$ cat src/rtl/macrocell_cfg_pkg.sv
// Shared constants for the macrocell configuration loader: word layout, sync byte, FSM states.
// No logic here; latency and backpressure are defined by the modules that import it.
// Field indices give each macrocell mux select's bit position inside one CFG_W-bit word.
package macrocell_cfg_pkg;

    localparam int CFG_W = 21;
    localparam logic [7:0] SYNC_PAT = 8'hA5;

    localparam int PT1_IDX      = 20;
    localparam int PT2_IDX      = 19;
    localparam int PT3_IDX      = 18;
    localparam int PT4_IDX      = 17;
    localparam int PT5_IDX      = 16;
    localparam int GCLR_IDX     = 15;
    localparam int PT4_FUNC_IDX = 14;
    localparam int PT5_FUNC_IDX = 13;
    localparam int XOR_A_IDX    = 12;
    localparam int XOR_B_IDX    = 11;
    localparam int XOR_INV_IDX  = 10;
    localparam int D_IDX        = 9;
    localparam int DFAST_IDX    = 8;
    localparam int STORAGE_IDX  = 7;
    localparam int FB_IDX       = 6;
    localparam int O_IDX        = 5;
    localparam int OE_IDX       = 2;    // oe_mux[0:2] occupies bits 4..2
    localparam int GCLK_IDX     = 0;    // gclk_mux[0:1] occupies bits 1..0

    typedef enum logic [2:0] {
        ST_IDLE   = 3'd0,
        ST_SYNC   = 3'd1,
        ST_SHIFT  = 3'd2,
        ST_COMMIT = 3'd3,
        ST_DONE   = 3'd4,
        ST_ERR    = 3'd5
    } state_e;

endpackage

$ cat src/rtl/cfg_word_shifter.sv
// Deserialises one CFG_W-bit record plus its even-parity bit, MSB first.
// Latency: word_done/parity_ok are combinational on the cycle the parity bit is presented.
// Backpressure: none; en low simply holds the shift register, counter and parity.
module cfg_word_shifter
    import macrocell_cfg_pkg::*;
(
    input  logic             clk,
    input  logic             rst,
    input  logic             clr,
    input  logic             en,
    input  logic             bit_in,
    output logic [CFG_W-1:0] word,
    output logic             word_done,
    output logic             parity_ok
);

    localparam int CNT_W = $clog2(CFG_W + 1);

    logic [CFG_W-1:0] word_q, word_d;
    logic [CNT_W-1:0] bit_cnt_q, bit_cnt_d;
    logic             parity_q, parity_d;
    logic             at_parity;

    assign at_parity = (bit_cnt_q == CNT_W'(CFG_W));
    assign word      = word_q;
    assign word_done = en && at_parity;
    assign parity_ok = ~(parity_q ^ bit_in);

    always_comb begin
        word_d    = word_q;
        bit_cnt_d = bit_cnt_q;
        parity_d  = parity_q;
        if (clr) begin
            word_d    = '0;
            bit_cnt_d = '0;
            parity_d  = 1'b0;
        end else if (en) begin
            if (at_parity) begin
                // parity bit closes the record; the word itself is left intact for the writer
                bit_cnt_d = '0;
                parity_d  = 1'b0;
            end else begin
                word_d    = {word_q[CFG_W-2:0], bit_in};
                bit_cnt_d = bit_cnt_q + CNT_W'(1);
                parity_d  = parity_q ^ bit_in;
            end
        end
    end

    always_ff @(posedge clk) begin
        if (rst) begin
            word_q    <= '0;
            bit_cnt_q <= '0;
            parity_q  <= 1'b0;
        end else begin
            word_q    <= word_d;
            bit_cnt_q <= bit_cnt_d;
            parity_q  <= parity_d;
        end
    end

endmodule

$ cat src/rtl/macrocell_cfg_loader.sv
// Loads the serial fuse bitstream into a shadow store and commits it atomically to cfg_out.
// Latency: cfg_out/done update on the 2nd rising edge after the edge sampling the last parity bit.
// Backpressure: none; bit_valid gaps stall the load, start is ignored while busy.
module macrocell_cfg_loader
    import macrocell_cfg_pkg::*;
#(
    parameter int         NUM_MC = 16,
    parameter logic [7:0] SYNC   = SYNC_PAT
)
(
    input  logic                    clk,
    input  logic                    rst,
    input  logic                    start,
    input  logic                    bit_in,
    input  logic                    bit_valid,
    output logic                    busy,
    output logic                    done,
    output logic                    err,
    output logic                    cfg_valid,
    output logic [NUM_MC*CFG_W-1:0] cfg_out
);

    localparam int MC_W = (NUM_MC > 1) ? $clog2(NUM_MC) : 1;

    state_e                         state_q, state_d;
    logic [MC_W-1:0]                mc_cnt_q, mc_cnt_d;
    logic [7:0]                     win_q, win_d, win_next;
    logic [NUM_MC-1:0][CFG_W-1:0]   shadow_q, shadow_d;
    logic [NUM_MC*CFG_W-1:0]        cfg_q, cfg_d;
    logic                           cfg_valid_q, cfg_valid_d;
    logic                           err_q, err_d;
    logic                           done_q, done_d;
    logic                           busy_q, busy_d;

    logic                           start_ok;
    logic                           shift_en;
    logic [CFG_W-1:0]               word;
    logic                           word_done;
    logic                           parity_ok;

    assign start_ok = start && (state_q == ST_IDLE || state_q == ST_DONE || state_q == ST_ERR);
    assign shift_en = (state_q == ST_SHIFT) && bit_valid;
    assign win_next = {win_q[6:0], bit_in};

    cfg_word_shifter u_shifter (
        .clk       (clk),
        .rst       (rst),
        .clr       (start_ok),
        .en        (shift_en),
        .bit_in    (bit_in),
        .word      (word),
        .word_done (word_done),
        .parity_ok (parity_ok)
    );

    always_comb begin
        state_d     = state_q;
        mc_cnt_d    = mc_cnt_q;
        win_d       = win_q;
        shadow_d    = shadow_q;
        cfg_d       = cfg_q;
        cfg_valid_d = cfg_valid_q;
        err_d       = err_q;
        case (state_q)
            ST_IDLE, ST_DONE, ST_ERR: begin
                if (start) begin
                    state_d  = ST_SYNC;
                    err_d    = 1'b0;
                    mc_cnt_d = '0;
                    win_d    = '0;
                end
            end
            ST_SYNC: begin
                // window starts at zero and SYNC has its MSB set, so no match before 8 bits
                if (bit_valid) begin
                    win_d = win_next;
                    if (win_next == SYNC) state_d = ST_SHIFT;
                end
            end
            ST_SHIFT: begin
                if (word_done) begin
                    if (parity_ok) begin
                        shadow_d[mc_cnt_q] = word;
                        if (mc_cnt_q == MC_W'(NUM_MC - 1)) state_d = ST_COMMIT;
                        else mc_cnt_d = mc_cnt_q + MC_W'(1);
                    end else begin
                        state_d = ST_ERR;
                        err_d   = 1'b1;
                    end
                end
            end
            ST_COMMIT: begin
                cfg_d       = shadow_q;
                cfg_valid_d = 1'b1;
                state_d     = ST_DONE;
            end
            default: state_d = ST_IDLE;
        endcase
        done_d = (state_q == ST_COMMIT);
        busy_d = (state_d == ST_SYNC) || (state_d == ST_SHIFT) || (state_d == ST_COMMIT);
    end

    always_ff @(posedge clk) begin
        if (rst) begin
            state_q     <= ST_IDLE;
            mc_cnt_q    <= '0;
            win_q       <= '0;
            shadow_q    <= '0;
            cfg_q       <= '0;
            cfg_valid_q <= 1'b0;
            err_q       <= 1'b0;
            done_q      <= 1'b0;
            busy_q      <= 1'b0;
        end else begin
            state_q     <= state_d;
            mc_cnt_q    <= mc_cnt_d;
            win_q       <= win_d;
            shadow_q    <= shadow_d;
            cfg_q       <= cfg_d;
            cfg_valid_q <= cfg_valid_d;
            err_q       <= err_d;
            done_q      <= done_d;
            busy_q      <= busy_d;
        end
    end

    assign busy      = busy_q;
    assign done      = done_q;
    assign err       = err_q;
    assign cfg_valid = cfg_valid_q;
    assign cfg_out   = cfg_q;

endmodule
$ cat config.mk
export PLATFORM = sky130hd
export DESIGN_NAME = macrocell_cfg_loader
export DESIGN_NICKNAME = d
export VERILOG_FILES = /design/src/rtl/macrocell_cfg_pkg.sv /design/src/rtl/cfg_word_shifter.sv /design/src/rtl/macrocell_cfg_loader.sv
export SDC_FILE = /design/constraint.sdc
export NUM_CORES = 1
export LEC_CHECK = 0
export ABC_CLOCK_PERIOD_IN_PS = 2900
export BUFFER_PORTS_ARGS = -buffer_cell sky130_fd_sc_hd__buf_2
export CAP_MARGIN = 25
export CORE_MARGIN = 4
export CORE_UTILIZATION = 51
export DETAILED_ROUTE_END_ITERATION = 8
export PLACE_DENSITY_LB_ADDON = 0.3
export SYNTH_ARGS = -nofsm -noshare
export SYNTH_HDL_FRONTEND = slang
export SYNTH_HIERARCHICAL = 1
export SYNTH_SLANG_ARGS = --single-unit
$ cat constraint.sdc
create_clock -name clk -period 2.9 [get_ports clk]
set_clock_uncertainty 0.15 [all_clocks]
set_input_delay 0.145 -clock clk [delete_from_list [all_inputs] [get_ports clk]]
set_output_delay 0.145 -clock clk [all_outputs]
set_load 0.01 [all_outputs]
## Word level (Yosys, flattened, before mapping)

Index checks and enable logic that the tools add are counted.

| cells by class | value |
|---|---|
| magnitude comparators | 2 |
| reduce and logical (&&, ||, !) cells | 18 |
| $mul | 0 |
| div/mod/pow operators | 0 |
| eq/ne operators | 17 |
| bitwise logic cells | 3 |
| shift-type cells | 0 |
| add/subtract/negate cells | 2 |
| muxes and demuxes | 24 |

Operators by type and width:

| kind | count |
|---|---|
| bitwise mux 336 bit | 1 |
| demux 21 bit (select 4 bit) | 1 |
| two-way mux 21 bit | 1 |
| two-way mux 3 bit | 6 |
| two-way mux 4 bit | 4 |
| two-way mux 7 bit | 2 |
| one-hot mux 7 bit (2 select lines) | 1 |
| == test 3 x 2 -> 1 bit (second input constant) | 4 |
| one-hot mux 3 bit (4 select lines) | 1 |
| == test 8 bit (second input constant) | 1 |
| != test 2 bit (second input constant) | 4 |
| one-hot mux 4 bit (2 select lines) | 1 |
| == test 3 x 1 -> 1 bit (second input constant) | 2 |
| == test 3 bit (second input constant) | 2 |
| AND reduction 3 bit | 2 |
| adder 5 x 1 -> 5 bit (second input constant) | 1 |
| == test 5 bit (second input constant) | 1 |
| less-than comparator 4 x 5 -> 1 bit (second input constant) | 1 |
| two-way mux 5 bit | 1 |
| AND reduction 5 bit | 1 |
| adder 4 x 1 -> 4 bit (second input constant) | 1 |
| == test 4 bit (second input constant) | 1 |
| >= comparator 4 x 1 -> 1 bit (second input constant) | 1 |
| logical AND 1 bit | 4 |
| other kinds (12) | 21 |

| storage, ports and cells | value |
|---|---|
| flip-flop bits (word level) | 717 |
| logic and storage cells | 93 |
| RAM bits | 0 |
| memories kept | 0 |
| latch bits | 0 |
| memory bits (read-only) | 0 |
| bits of input ports | 5 |

## Depth between registers and ports, before layout

Gate-level depths: netlist (run 1).

| logic depth | value |
|---|---|
| depth after elaboration | 8 |
| gate-level depth with buffers | 12 |

## Modules after synthesis

The synthesis (run 1) kept the hierarchy.

Modules (own cells, without submodules):

| module | area an instance (um^2) | instances | cells an instance |
|---|---|---|---|
| macrocell_cfg_loader | 24,245.8 | 1 | 2,842 |
| cfg_word_shifter | 1,099.8 | 1 | 104 |

## Least setup slack after synthesis (run 1)

Ideal clock, no wire load.

| path | value |
|---|---|
| path type | reg2reg |
| start | reg state_q[2] |
| end | reg shadow_q[53] in the netlist's numbering |
| required time | 2,622 ps |
| cell stages (with the launch flop) | 13 |
| path slack | 86 ps |
| clock period less this slack | 2,814 ps |
| data arrival time | 2,536 ps |
| setup time | 128 ps |
| cells stage by stage | dfxtp_1 > buf_2 > nor3b_2 > and2_1 > buf_2 > inv_1 > nor2_1 > nand2_2 > or4_1 > clkbuf_1 > buf_6 > mux2i_1 > nor2_1 |

| on the way | value |
|---|---|
| cells in the longest elaborated chain, start to end | 4 |

Ends and longest elaborated chain:

| what | RTL line | text |
|---|---|---|
| start: declaration | macrocell_cfg_loader.sv:25 | `state_e state_q, state_d;` |
| start signal: assignment | macrocell_cfg_loader.sv:115 | `state_q <= state_d;` |
| == test 3 x 2 -> 1 bit | macrocell_cfg_loader.sv:42 | `assign shift_en = (state_q == ST_SHIFT) && bit_valid;` |
| logical AND 1 bit | macrocell_cfg_loader.sv:42 |  |
| net shift_en | macrocell_cfg_loader.sv:36 | `logic shift_en;` |
| logical AND 1 bit | cfg_word_shifter.sv:26 | `assign word_done = en && at_parity;` |
| net word_done | macrocell_cfg_loader.sv:38 | `logic word_done;` |
| AND reduction 3 bit (no source line) | - |  |
| end signal: assignment | macrocell_cfg_loader.sv:118 | `shadow_q <= shadow_d;` |
| end: declaration | macrocell_cfg_loader.sv:28 | `logic [NUM_MC-1:0][CFG_W-1:0] shadow_q, shadow_d;` |

The timed path passes the listed nets, and every way through them passes these cells.
A chain may end at the register's enable or synchronous reset.

## Final worst setup path (run 1)

| path | value |
|---|---|
| start | reg u_shifter.bit_cnt_q[0] |
| end | reg shadow_q[45] in the netlist's numbering |

| on the way | value |
|---|---|
| cells in the longest elaborated chain, start to end | 3 |

Ends and longest elaborated chain:

| what | RTL line | text |
|---|---|---|
| start: declaration | cfg_word_shifter.sv:20 | `logic [CNT_W-1:0] bit_cnt_q, bit_cnt_d;` |
| start signal: assignment | cfg_word_shifter.sv:57 | `bit_cnt_q <= bit_cnt_d;` |
| == test 5 bit | cfg_word_shifter.sv:24 | `assign at_parity = (bit_cnt_q == CNT_W'(CFG_W));` |
| logical AND 1 bit | cfg_word_shifter.sv:26 |  |
| net word_done | macrocell_cfg_loader.sv:38 |  |
| AND reduction 3 bit (no source line) | - |  |

The timed path passes the listed nets, and every way through them passes these cells.

==> reports/metrics.cfg, run 1 <==
[global_routing]
overflow = 0
grt_max_degree = 150
antenna_found_initial = 2
grt_pass1_wl_mm = 111
grt_pass1_vias = 19800
grt_use_total_pct = 26.2

[timing]
grt_setup_unrepaired = no
layout_setup_ws_ps = 217
worst_pin_slew_ps = 970
hold_viol = 0
fmax_ghz = 0.373
setup_viol_count_final = 0
final_max_slew_viol_count = 0
period_share_pct = 92.5
fin_crit_ps = 2680
slew_headroom_pct = 35.3
fin_setup_tns_ps = 0

[place]
hpwl_mm = 44.6
finalWeightedCongestion = 0.838
io_buffers = 344
dp_cells = 3783
place_ws_ps = 233

[route]
drt-total-wl_mm = 72.9
route.detailed.drc = 0
dr_total_vias = 21000
via_per_inst = 5.36
postRouteAntennaNets = 0
post_drt_wl_per_cell_um = 18.6
first_pass_iters = 5
drtIter0Drc = 1734

[yosys]
synth_ff_type = dfxtp_1
synth_async_sr_flop_share_pct = 0
synth_top_area_cell = dfxtp_1
synthTopCellsByArea = dfxtp_1 57%, nand2_1 14%, mux2i_1 9.4%, a21oi_1 9.2%, nor2_1 3.4%
synth_common_cells = 962 x nand2_1, 717 x dfxtp_1, 466 x a21oi_1
synth.top_cell.area_share_pct = 56.6
synth_cells = 2946
synth-edff-count = 0
synthDistinctLibCells = 50
syn-num-nets = 2957
synth_warnings = 6
syn_avg_cell_area_um2 = 8.60
synth.most_common_cell = nand2_1
ys_ff_latch = 717
syn-cell-area_um2 = 25300
seq_area_frac_synth_pct = 56.6

[floorplan]
core_area_um2 = 49100
die_w_um = 231
start_util_pct = 51.7
dieArea_um2 = 53300
dieHeight_um = 231
rows = 81
ios = 345

[clocking]
cts.repair.resized = 0
cts_sinks = 717
path_clk_slew_ps = 60
worstSkewPairLatency_ps = 600
clockBufferDepth = 3
cts_buffers = 71
cts-htree-levels = 3
cts_tree = done
post_cts_buffers = 0
clock-root-buffer = clkbuf_16

[final_layout]
fill_cells = 4178
layout-drive-gt1-share_pct = 16.7
final_core_util_pct = 61.3
synthToLayoutAreaGrowth_pct = 18.6
regArea_um2 = 14400
nets = 3209
fin_cells = 3911
multi_input_area_um2 = 9980

[min_path]
min_path_type = register to register

[pwr]
p_leak_nw = 12.4
ir_worst_vdd_v = 0.000433
power_w = 0.0195
powerDensity_nw_per_um2 = 647

[setup_path]
cp.required_ps = 3220
crit_arrival_ps = 3010
critPathLaunchType = register
path_class = register to register
cp_max_fo = 21
end_kind = register

[job]
maxCapViolCount = 0

[run_status]
status = finished clean

[state kept, by name (all words and copies together) (netlist names), 3 cells and up]
name	count
state_q	3
mc_cnt_q	4
u_shifter/word	21
cfg_out	336
u_shifter/bit_cnt_q	5
win_q	7
shadow_q	336
[kinds of logic (layout without fill, tap and decap cells)]
group	after synthesis	count (layout)	share of synthesized area, %
fa+ha+maj	6	6	0.296
other cells	0	1	0
flops	717	717	56.6
simple gates	1263	1263	19.8
mux	238	238	9.40
buf+inv	238	538	4.10
xor+xnor	5	5	0.173
compound gates	479	479	9.57
[layout make-up]
| cell class | count | area share [%] |
|---|---|---|
| repair buffers | 411 | 8.19 |
| well taps | 664 | 2.76 |
| diodes | 1 | 0.00832 |
| inverters | 6 | 0.0749 |
| clock inverters | 13 | 0.716 |
| flip-flops and latches | 717 | 47.8 |
| multi-input cells | 1991 | 33.2 |
| clock buffers | 108 | 7.25 |
[path summary, 6_finish.rpt]
path | slack, ps | cells past startpoint | start | end
setup / recovery | 220 | 8 | u_shifter/bit_cnt_q[0] | shadow_q[45]
hold / removal | 290 | 2 | shadow_q[86] | cfg_out[86]
setup reg to reg | 220 | 8 | u_shifter/bit_cnt_q[0] | shadow_q[45]
hold reg to reg | 290 | 2 | shadow_q[86] | cfg_out[86]
[cell usage in the layout (no fill, tap or decap), types with 2 or more instances in the layout]
cell type	Yosys	final
dlygate4sd3_1	0	6
clkbuf_8	0	18
nand2b_1	10	10
dfxtp_2	0	11
nor2b_1	3	3
or2_2	4	4
dfxtp_1	717	706
nor3_1	5	4
nand4_1	4	4
nand3_1	7	7
inv_1	6	6
buf_2	66	343
xor2_1	3	3
and4_1	2	2
buf_12	2	17
and2_1	3	2
a31oi_1	2	2
clkbuf_16	0	75
nand4b_1	11	11
clkinv_2	0	5
bufinv_16	0	5
o21ai_0	4	4
nor3_2	2	3
and4b_1	5	5
nor2_2	1	2
ha_1	6	6
nand2_1	962	961
clkbuf_1	153	15
nand2_4	1	2
a21oi_1	466	466
clkinv_8	0	2
mux2i_1	238	238
xnor2_1	2	2
nand3b_1	2	2
buf_4	4	44
nor2_1	228	226
nand4bb_1	2	2
[report_power, final]
part           switching [W]  total (W)  internal (W)
Clock                0.00375    0.00937       0.00562
Combinational       0.000191   0.000238     0.0000466
Sequential        0.00000170    0.00985       0.00985
Total                0.00394     0.0195        0.0155
[per-stage QoR]
step                      hold slack (ps)  instance area, um2
final                                 291               30100
after CTS                             293               30100
after floorplan                       134               25300
after global placement                285               27600
after detailed placement              293               27600
after global routing                  316               30100
[critical path: stages (launching register included)]
cell and delay (ps):
dfxtp_1 410, ha_1 220, nand4b_4 150, nor2_1 380, nand2_2 180, or4_1 520
buf_4 270, mux2i_1 210, nor2_1 60
[layer usage]
layer | up-vias | part of all wire (%) | global-route usage, %
li1 | 10100 | - | -
met1 | 10000 | 42 | 33.8
met2 | 713 | 47 | 42.9
met3 | 170 | 6.8 | 4.89
met4 | 2 | 4.3 | 12.1
met5 | - | 0.0096 | 0
[repair_timing]
| item | CTS | global route |
|---|---|---|
| endpoints found under the setup margin | 0 | 0 |
| hold buffers | 6 | 0 |
| hold endpoints to repair | 85 | 0 |
(Power assumes the default switching activity.)
==> run 2: changes to the inputs <==
- CTS_BUF_LIST: default -> sky130_fd_sc_hd__clkbuf_16
- GPL_ROUTABILITY_DRIVEN: default -> 1
==> run 2 against run 1 <==
Hold slack gained 1.6 ps; non-clock buffer count unchanged; cell area is 0.60% lower; flip-flop and latch count is the same.
==> reports/metrics.cfg, run 2 (same netlist as run 1, synthesis figures left out) <==
[setup_path]
cp_max_fo = 21  ; unchanged
cp_cell_sequence = ha_1, nand4b_4, nor2_1, nand2_2, or4_1, buf_4, mux2i_1, nor2_1
cp_common_cell = nor2_1
cp.required_ps = 3220  ; about the same
max_stage_delay_ps = 510  ; about the same
critPathLaunchType = register
end_kind = register
crit_slowest_cell = or4_1
crit_arrival_ps = 3010  ; about the same
path_class = register to register

[place]
place_ws_ps = 233  ; unchanged
finalWeightedCongestion = 0.838  ; unchanged
io_buffers = 344  ; unchanged
hpwl_mm = 44.6  ; unchanged

[job]
maxCapViolCount = 0  ; unchanged

[floorplan]
rows = 81  ; unchanged
start_util_pct = 51.7  ; unchanged
ios = 345  ; unchanged
dieArea_um2 = 53300  ; unchanged
core_area_um2 = 49100  ; unchanged
die_w_um = 231  ; unchanged
dieHeight_um = 231  ; unchanged

[timing]
grt_setup_unrepaired = no
fin_crit_ps = 2690  ; +7.13 ps
setup_viol_count_final = 0  ; unchanged
final_max_slew_viol_count = 0  ; unchanged
slew_headroom_pct = 33.7  ; -1.5 points
hold_viol = 0  ; unchanged
fmax_ghz = 0.372  ; -0.27%
layout_setup_ws_ps = 210  ; -7.13 ps
fin_setup_tns_ps = 0  ; unchanged
period_share_pct = 92.8  ; +0.25 points
worst_pin_slew_ps = 993  ; +23.2 ps

[clocking]
cts-htree-levels = 3  ; unchanged
cts_buffers = 71  ; unchanged
cts.repair.resized = 0  ; unchanged
post_cts_buffers = 0  ; unchanged
path_clk_slew_ps = 60  ; about the same
worstSkewPairLatency_ps = 600  ; about the same
cts_tree = done
cts_sinks = 717  ; unchanged
clock-root-buffer = clkbuf_16
clockBufferDepth = 3  ; unchanged

[global_routing]
grt_use_total_pct = 26.2  ; -0.027 points
grt_max_degree = 150  ; unchanged
antenna_found_initial = 2  ; unchanged
overflow = 0  ; unchanged
grt_pass1_vias = 19800  ; -0.24%
grt_pass1_wl_mm = 111  ; -0.17%

[route]
drt-total-wl_mm = 72.7  ; -0.30%
route.detailed.drc = 0  ; unchanged
post_drt_wl_per_cell_um = 18.6  ; -0.30%
drtIter0Drc = 1727  ; -0.40%
postRouteAntennaNets = 0  ; unchanged
via_per_inst = 5.36  ; about the same
dr_total_vias = 21000  ; -0.033%
first_pass_iters = 5  ; unchanged

[pwr]
p_leak_nw = 12.3  ; -0.32%
ir_worst_vdd_v = 0.000427  ; -1.2%
powerDensity_nw_per_um2 = 633  ; -2.3%

[final_layout]
final_cell_mix = 961 x nand2_1, 706 x dfxtp_1, 466 x a21oi_1
synthToLayoutAreaGrowth_pct = 17.9
final_common_cell = nand2_1
nets = 3209  ; unchanged
layout-drive-gt1-share_pct = 16.1  ; -0.55 points
regArea_um2 = 14400  ; unchanged
fill_cells = 4212  ; +0.81%
multi_input_area_um2 = 9980  ; unchanged

[min_path]
min_path_type = register to register

[run_status]
status = finished clean

## run 2: cell types whose count changed in the layout (fill, tap and decap cells not counted), sizes merged
cell    before  now
clkinv       7   25
inv          6   21
clkbuf     108   75
## run 2: cell type report
| class | count | area share [%] |
|---|---|---|
| flip-flops and latches | 717 | 48.1 |
| multi-input cells | 1991 | 33.4 |
| repair buffers | 411 | 8.24 |
| clock buffers | 75 | 6.28 |
| well taps | 664 | 2.78 |
| clock inverters | 46 | 1.13 |
| inverters | 6 | 0.0754 |
| diodes | 1 | 0.00837 |
## run 2: stage by stage
stage	util (%)	hold slack, ps	total power [W]	instance area [um2]	cells
6_report	60.9	292	0.0189	29900	3911
3_3_place_gp	56.3	285	0.0103	27600	3783
3_5_place_dp	56.3	293	0.0103	27600	3783
5_1_grt	60.9	316	0.0195	29900	3911
4_1_cts	60.9	295	0.0191	29900	3910
2_1_floorplan	-	134	0.0102	25300	2946
## run 2: critical path: cells and delay by family, from the launching register on
family	cells	cell delay, ps
buf+inv	1	260
fa+ha+maj	1	220
mux	1	210
flops	1	410
simple gates	5	1270
## run 2: per-layer routing
| metal | global-route usage [%] | share of wire, % |
|---|---|---|
| met1 | 33.8 | 42 |
| met2 | 43.1 | 48 |
| met3 | 4.74 | 6.2 |
| met4 | 11.6 | 4.2 |
| met5 | 0 | 0.0096 |
## run 2: repair_timing
item | CTS | global route
setup endpoints to repair | 0 | 0
hold buffers | 6 | 0
hold endpoints to repair | 85 | 0
## run 2: where the power goes
group          internal (W)  switching, W  leakage (nW)
Combinational     0.0000466      0.000191          5.42
Clock               0.00509       0.00372          1.14
Sequential          0.00985    0.00000170          5.78
## run 2: path summary, 6_finish.rpt
path / from / to / slack [ps] / cells after the start
worst min-delay path: shadow_q[86] / cfg_out[86] / 290 / 2
worst min register to register: shadow_q[86] / cfg_out[86] / 290 / 2
worst max-delay path: u_shifter/bit_cnt_q[0] / shadow_q[54] / 210 / 8
worst max register to register: u_shifter/bit_cnt_q[0] / shadow_q[54] / 210 / 8
